<file path="src/rtl/fetch_pkg.sv">
// Shared definitions for the instruction-fetch PC unit: state encoding and
// fetch constants.
package fetch_pkg;

  typedef enum logic [2:0] {
    S_IDLE  = 3'd0,
    S_REQ   = 3'd1,
    S_WAIT  = 3'd2,
    S_HOLD  = 3'd3,
    S_ERROR = 3'd4
  } fetch_state_t;

  localparam int unsigned INSTR_BYTES      = 4;
  localparam logic [63:0] DEFAULT_RESET_PC = 64'h0000_0000_0000_0000;

endpackage : fetch_pkg

</file>
<file path="src/rtl/fetch_pc_unit.sv">
// PC register and single-outstanding instruction-fetch sequencer: issues one
// imem request at a time, holds the word for decode, handles redirects.
module fetch_pc_unit
  import fetch_pkg::*;
#(
  parameter int unsigned      XLEN     = 64,
  parameter logic [XLEN-1:0]  RESET_PC = XLEN'(DEFAULT_RESET_PC)
) (
  input  logic            clk,
  input  logic            rst_n,
  input  logic            redirect_valid,
  input  logic [XLEN-1:0] redirect_target,
  output logic            imem_req_valid,
  input  logic            imem_req_ready,
  output logic [XLEN-1:0] imem_req_addr,
  input  logic            imem_resp_valid,
  input  logic [31:0]     imem_resp_data,
  output logic            instr_valid,
  input  logic            instr_ready,
  output logic [31:0]     instr_data,
  output logic [XLEN-1:0] instr_pc,
  output logic            misaligned,
  output logic [XLEN-1:0] fault_addr
);

  fetch_state_t    state;
  logic [XLEN-1:0] pc;
  logic            kill;
  logic            target_misaligned;
  logic [XLEN-1:0] pc_plus4;

  assign target_misaligned = (redirect_target[1:0] != 2'b00);
  assign pc_plus4          = pc + XLEN'(INSTR_BYTES);

  assign imem_req_valid = (state == S_REQ);
  assign imem_req_addr  = pc;
  assign instr_valid    = (state == S_HOLD);

  always_ff @(posedge clk or negedge rst_n) begin
    if (!rst_n) begin
      state      <= S_IDLE;
      pc         <= RESET_PC;
      kill       <= 1'b0;
      instr_data <= '0;
      instr_pc   <= '0;
      misaligned <= 1'b0;
      fault_addr <= '0;
    end else begin
      case (state)
        S_IDLE: state <= S_REQ;

        S_REQ: begin
          if (redirect_valid && target_misaligned) begin
            state      <= S_ERROR;
            misaligned <= 1'b1;
            fault_addr <= redirect_target;
          end else begin
            if (redirect_valid) pc <= redirect_target;
            // An accepted request for the old PC must have its response dropped.
            if (imem_req_ready) begin
              state <= S_WAIT;
              kill  <= redirect_valid;
            end
          end
        end

        S_WAIT: begin
          if (redirect_valid && target_misaligned) begin
            state      <= S_ERROR;
            misaligned <= 1'b1;
            fault_addr <= redirect_target;
          end else if (imem_resp_valid) begin
            if (kill || redirect_valid) begin
              kill  <= 1'b0;
              state <= S_REQ;
              if (redirect_valid) pc <= redirect_target;
            end else begin
              instr_data <= imem_resp_data;
              instr_pc   <= pc;
              state      <= S_HOLD;
            end
          end else if (redirect_valid) begin
            pc   <= redirect_target;
            kill <= 1'b1;
          end
        end

        S_HOLD: begin
          if (redirect_valid && target_misaligned) begin
            state      <= S_ERROR;
            misaligned <= 1'b1;
            fault_addr <= redirect_target;
          end else if (instr_ready) begin
            pc    <= redirect_valid ? redirect_target : pc_plus4;
            state <= S_REQ;
          end else if (redirect_valid) begin
            pc    <= redirect_target;
            state <= S_REQ;
          end
        end

        S_ERROR: state <= S_ERROR;

        default: state <= S_ERROR;
      endcase
    end
  end

endmodule : fetch_pc_unit
</file>
<file path="config.mk">
export PLATFORM = sky130hd
export DESIGN_NAME = fetch_pc_unit
export DESIGN_NICKNAME = d
export VERILOG_FILES = /design/src/rtl/fetch_pkg.sv /design/src/rtl/fetch_pc_unit.sv
export SDC_FILE = /design/constraint.sdc
export NUM_CORES = 1
export LEC_CHECK = 0
export ABC_AREA = 1
export CAP_MARGIN = 20
export CORE_AREA = 2 2 179 137
export DETAILED_ROUTE_END_ITERATION = 8
export DIE_AREA = 0 0 181 139
export GPL_ROUTABILITY_DRIVEN = 1
export GPL_TIMING_DRIVEN = 0
export PLACE_DENSITY_LB_ADDON = 0.12
export SETUP_SLACK_MARGIN = 0.1
export SLEW_MARGIN = 15
export SYNTH_ARGS = -nofsm -noshare
export SYNTH_HDL_FRONTEND = slang
export SYNTH_SLANG_ARGS = --single-unit
</file>
<file path="constraint.sdc">
create_clock -name clk -period 1.9 [get_ports clk]
set_input_delay 0.19 -clock clk [delete_from_list [all_inputs] [get_ports clk]]
set_output_delay 0.19 -clock clk [all_outputs]
set_load 0.005 [all_outputs]
</file>
Yosys cells after proc, flatten, opt, wreduce, memory -nomap -nowiden
Index checks and enable logic that the tools add are counted.

Register bits after elaboration: 229. Input bits: 102. Output and inout bits: 227. Logic and storage cells: 59.

Add/sub/neg operators: 1. Equality and inequality tests: 12. Muxes and demuxes: 25. Bitwise logic cells: 2. Reduce and logical (&&, ||, !) cells: 12.

Operators with widths (number): $mux W64 (8); $pmux W64 S3 (1); $add A64 B3 Y64 const B (1); $mux W3 (7); $pmux W3 S4 (1); $ne A3 B3 Y1 const B (3); $eq A3 B2 Y1 const B (2); $mux W1 (6); $ne A2 B2 Y1 const B (3); $reduce_and A6 Y1 (1); $reduce_and A5 Y1 (1); $ne A4 B2 Y1 const B (1); $reduce_and A4 Y1 (1); $reduce_bool A2 Y1 (2); $eq A3 B1 Y1 const B (1); $logic_not A3 Y1 (1); $ne A3 B1 Y1 const B (1); $reduce_and A3 Y1 (1); $reduce_bool A3 Y1 (1); $reduce_or A3 Y1 (1); $mux W2 (1); $ne A2 B1 Y1 const B (1); $not A1 Y1 (2); $pmux W1 S2 (1); 3 further kinds (3).

Logic depth before layout (Yosys ltp)
Depth in word-level cells: 5. Mapped depth: 13. Depth with buffers taken out: 13.

Worst setup path before layout
OpenSTA, ideal clock, no wires.

Kind: flip-flop to flip-flop. Start: register pc[3] (netlist: imem_req_addr[3]). End: register pc[44] (netlist: imem_req_addr[44]). Setup time: 0.117 ns. Data arrival time: 1.549 ns. Required time: 1.783 ns. Setup slack: 0.234 ns. Stages on the path, launching flop included: 13. Buffers on the path: 0. Period minus slack after synthesis: 1.666 ns. Cells stage by stage: dfrtp_1 ha_1 inv_1 nor2_1 nand2_1 nor2_2 inv_1 nor2_2 nand2_1 o21ai_0 nand2_1 nand2_1 nand2_1.

Longest elaborated chain between the ends: 5.

Ends and longest elaborated chain: start, declared (RTL line fetch_pc_unit.sv:27) `logic [XLEN-1:0] pc;`; start signal, assigned (RTL line fetch_pc_unit.sv:58) `if (redirect_valid) pc <= redirect_target;`; start signal, assigned (RTL line fetch_pc_unit.sv:76) `if (redirect_valid) pc <= redirect_target;`; start signal, assigned (RTL line fetch_pc_unit.sv:83) `pc <= redirect_target;`; $add A64 B3 Y64 (RTL line fetch_pc_unit.sv:33) `assign pc_plus4 = pc + XLEN'(INSTR_BYTES);`; $mux W64 (RTL line fetch_pc_unit.sv:94) `pc <= redirect_valid ? redirect_target : pc_plus4;`; $mux W64 (RTL line fetch_pc_unit.sv:93) `end else if (instr_ready) begin`; $mux W64 (RTL line fetch_pc_unit.sv:89) `if (redirect_valid && target_misaligned) begin`; $pmux W64 S3 (RTL line fetch_pc_unit.sv:49) `case (state)`.

No other way between the ends. The select of a mux whose other input is x is not followed. A chain may end at the register's enable or synchronous reset.

Worst setup path after layout
Start: register pc[12] (netlist: imem_req_addr[12]). End: output port imem_req_addr[12].

RTL lines: end, declared (RTL line fetch_pc_unit.sv:15) `output logic [XLEN-1:0] imem_req_addr,`.

No word-level cell between the ends.

==> results.py <==
metrics = {
    "floorplan": {
        "initial_core_util": 0.473,
        "fp.coreArea_sq_mm": 0.0235,
        "rows": 49,
        "dieArea_sq_mm": 0.0252,
        "die_x_microns": 181,
        "io_pins": 329,
        "die_y_microns": 139,
    },
    "cells_and_area": {
        "drive_above_1_share": 0.154,
        "postLayoutCoreUtil": 0.714,
        "syn2layout_area_growth_pct": 51.1,
        "design_area_sq_mm": 0.0168,
        "seq_area_sq_mm": 0.00577,
        "fin_nets": 2018,
        "multi_input_area_sq_mm": 0.00522,
        "fill_cells": 1901,
        "final_cells": 2236,
        "antennaDiodeCount": 0,
    },
    "sta": {
        "setup_viol": 0,
        "tightest_slew_ns": 0.722,
        "post-route-period-util": 0.974,
        "layout_min_cycle_time_ns": 1.85,
        "rsz0062_at_grt": "yes",
        "finClkSkew_ns": 0.0164,
        "hold_viol_final": 0,
        "relSlewSlack": 0.519,
        "max_freq_ghz": 0.540,
        "drv_slew": 0,
    },
    "status": {
        "status": "complete, no violations",
    },
    "place": {
        "placed_cell_area_sq_mm": 0.0149,
        "dp.cells": 2138,
        "hpwl_microns": 30900,
        "globalplace.congestion": 0.993,
        "io_buffers": 328,
    },
    "global_route": {
        "grt_max_degree": 101,
        "grt.total_usage": 0.333,
        "antenna_found_initial": 0,
        "grt_first_pass_wirelength_microns": 65800,
        "grt_pass1_vias": 11700,
        "overflow": 0,
    },
    "synth": {
        "synth_edf_count": 0,
        "ys_types": 35,
        "synthArstFlopShare": 1.00,
        "syn_inst": 1502,
        "netlist_area_sq_mm": 0.0111,
        "syn-num-nets": 1605,
        "ys_seq_elements": 229,
        "yosys_warnings": 0,
        "ys.flop_type": "dfrtp_1",
        "postSynthAreaPerCell_sq_um": 7.41,
        "seq_area_frac_synth": 0.515,
    },
    "worst_setup_path": {
        "crit_chain": "buf_4, buf_4, clkdlybuf4s50_1",
        "max_stage_delay_ns": 0.49,
        "path_max_fanout": 4,
        "critical_path_class": "reg -> out",
        "end_kind": "output port",
        "crit_slowest_cell": "clkdlybuf4s50_1",
        "critPathRequiredTime_ns": 1.71,
        "reg2reg_setup_slack_ns": 0.09,
        "reg2reg_depth": 10,
        "arrival_ns": 1.66,
        "cp-start-kind": "flip-flop",
        "cpMostUsedCell": "buf_4",
    },
    "route": {
        "first_pass_iters": 5,
        "wl_microns": 42900,
        "remaining_drc_errors": 0,
        "ant_nets": 0,
        "wl_per_cell_microns": 19.2,
        "drt_iter0_drc": 1125,
        "vias": 12100,
        "via_per_inst": 5.40,
    },
    "power_and_ir_drop": {
        "pwr_density_cell_mw_per_mm2": 685,
        "ir_worst_vdd_mv": 0.658,
        "p_leak_nw": 8.05,
    },
    "clock_tree": {
        "cts_buffers": 24,
        "tritoncts": "yes",
        "cts.sinks": 229,
        "clock-root-buffer": "clkbuf_16",
        "clockBufferDepth": 3,
        "h-tree-depth": 1,
        "cts.clk_slew.worst_paths_ns": 0.06,
        "insertion_delay_ns": 0.53,
    },
    "hold_path": {
        "hold_path_class": "in -> async",
    },
    "job": {
        "max_cap_viol_count": 0,
    },
}
[layout by cell type (no fill, tap or decap), drive strengths merged, types with 2 or more instances in the layout]
master | synthesis | layout
o211ai | 7 | 7
dlygate4sd2 | 0 | 2
a21oi | 24 | 24
o22ai | 6 | 6
o21ai | 178 | 178
clkinv | 0 | 2
nand4 | 22 | 22
or2 | 4 | 4
inv | 128 | 128
nand3 | 55 | 55
clkbuf | 45 | 85
dlymetal6s2s | 0 | 5
nor3 | 24 | 24
clkdlybuf4s50 | 0 | 319
nand2 | 652 | 652
and2 | 5 | 5
buf | 14 | 71
mux2i | 2 | 2
dfrtp | 229 | 229
nor2 | 98 | 98
a22oi | 2 | 2
[sequential cells by signal, indices dropped and copies added, names as in the netlist]
name           flops
kill               1
state              3
misaligned         1
instr_data        32
imem_req_addr     64
instr_pc          64
fault_addr        64
[layer usage]
metal | routed length, microns | vias up | GRT usage | part of all wire
met5 | 0 | - | 0 | 0
met4 | 1310 | 0 | 0.113 | 0.030
met3 | 4420 | 83 | 0.0817 | 0.10
met2 | 19100 | 618 | 0.506 | 0.45
met1 | 18100 | 5775 | 0.468 | 0.42
li1 | - | 5590 | - | -
[repair_timing]
| action | in CTS | in global routing |
|---|---|---|
| setup buffers | 28 | 29 |
| hold endpoints to repair | 130 | 0 |
| hold buffers | 1 | 0 |
| pin swaps | 14 | 39 |
| endpoints found under the setup margin | 227 | 231 |
| resized for setup | 110 | 171 |
| cloned | 0 | 0 |
[cell usage after synthesis, types with 3 or more instances]
cell | n | area share
inv_2 | 5 | 0.0017
clkbuf_1 | 45 | 0.015
nor2_2 | 6 | 0.0034
or2_2 | 3 | 0.0017
o21ai_0 | 156 | 0.070
o21ai_1 | 22 | 0.0099
inv_1 | 123 | 0.041
buf_2 | 7 | 0.0031
nand3_1 | 53 | 0.024
nor2_4 | 4 | 0.0040
a21oi_1 | 24 | 0.011
o22ai_1 | 6 | 0.0034
dfrtp_1 | 229 | 0.51
and2_1 | 5 | 0.0028
nor3_1 | 21 | 0.0094
o211ai_1 | 7 | 0.0047
nand2_1 | 649 | 0.22
buf_1 | 6 | 0.0020
nand4_1 | 22 | 0.012
nand2_2 | 3 | 0.0017
nor2_1 | 88 | 0.030
[cell families after synthesis]
family                     count (synthesis)  share of synthesized area
and+or+nand+nor                          861                      0.314
DFF                                      229                      0.515
AOI/OAI and AO/OA                        222                      0.104
buffers and inverters                    187                     0.0645
muxes                                      2                    0.00180
adders and majority gates                  1                    0.00112
[area by class of cell]
cell class              count  share of cell area
well taps                 306              0.0228
repair buffers            388               0.227
inverters                 128              0.0293
plain buffers              58              0.0202
clock inverters             4             0.00283
multi-input cells        1086               0.311
flip-flops and latches    229               0.343
clock buffers              37              0.0440
[where the power goes]
group	switching [mW]	total, mW	internal [mW]	leakage [nW]
clock network	1.97	4.77	2.80	0.386
logic	0.763	1.49	0.727	4.70
registers	0.199	5.25	5.06	2.96
total	2.93	11.5	8.58	8.05
[stage by stage]
stage          hold WS [ns]  setup WS (ns)  TNS [ns]  total power, mW
2_1_floorplan        -0.106          0.234         0             5.73
3_3_place_gp          0.454          -9.34  -2286.29             6.62
3_5_place_dp         0.0595          -1.10   -156.06             6.65
4_1_cts               0.108         0.0708         0             11.5
5_1_grt               0.134        -0.0201   -0.0606             11.9
6_report              0.117         0.0495         0             11.5
[worst max-delay path: cells and delay by family, from the launching register on]
family,cells,cell delay (ns)
buf+inv,3,0.72
flops,1,0.42
[final timing paths]
check,end,from
worst max-delay path,imem_req_addr[12],imem_req_addr[12]
max in group asynchronous,imem_req_addr[52],rst_n
worst min register to register,fault_addr[33],fault_addr[33]
worst min-delay path,fault_addr[10],rst_n
worst max register to register,imem_req_addr[34],state[2]
min in group clk,instr_data[20],imem_resp_data[20]
No activity file was read; power rests on OpenSTA's default activity.
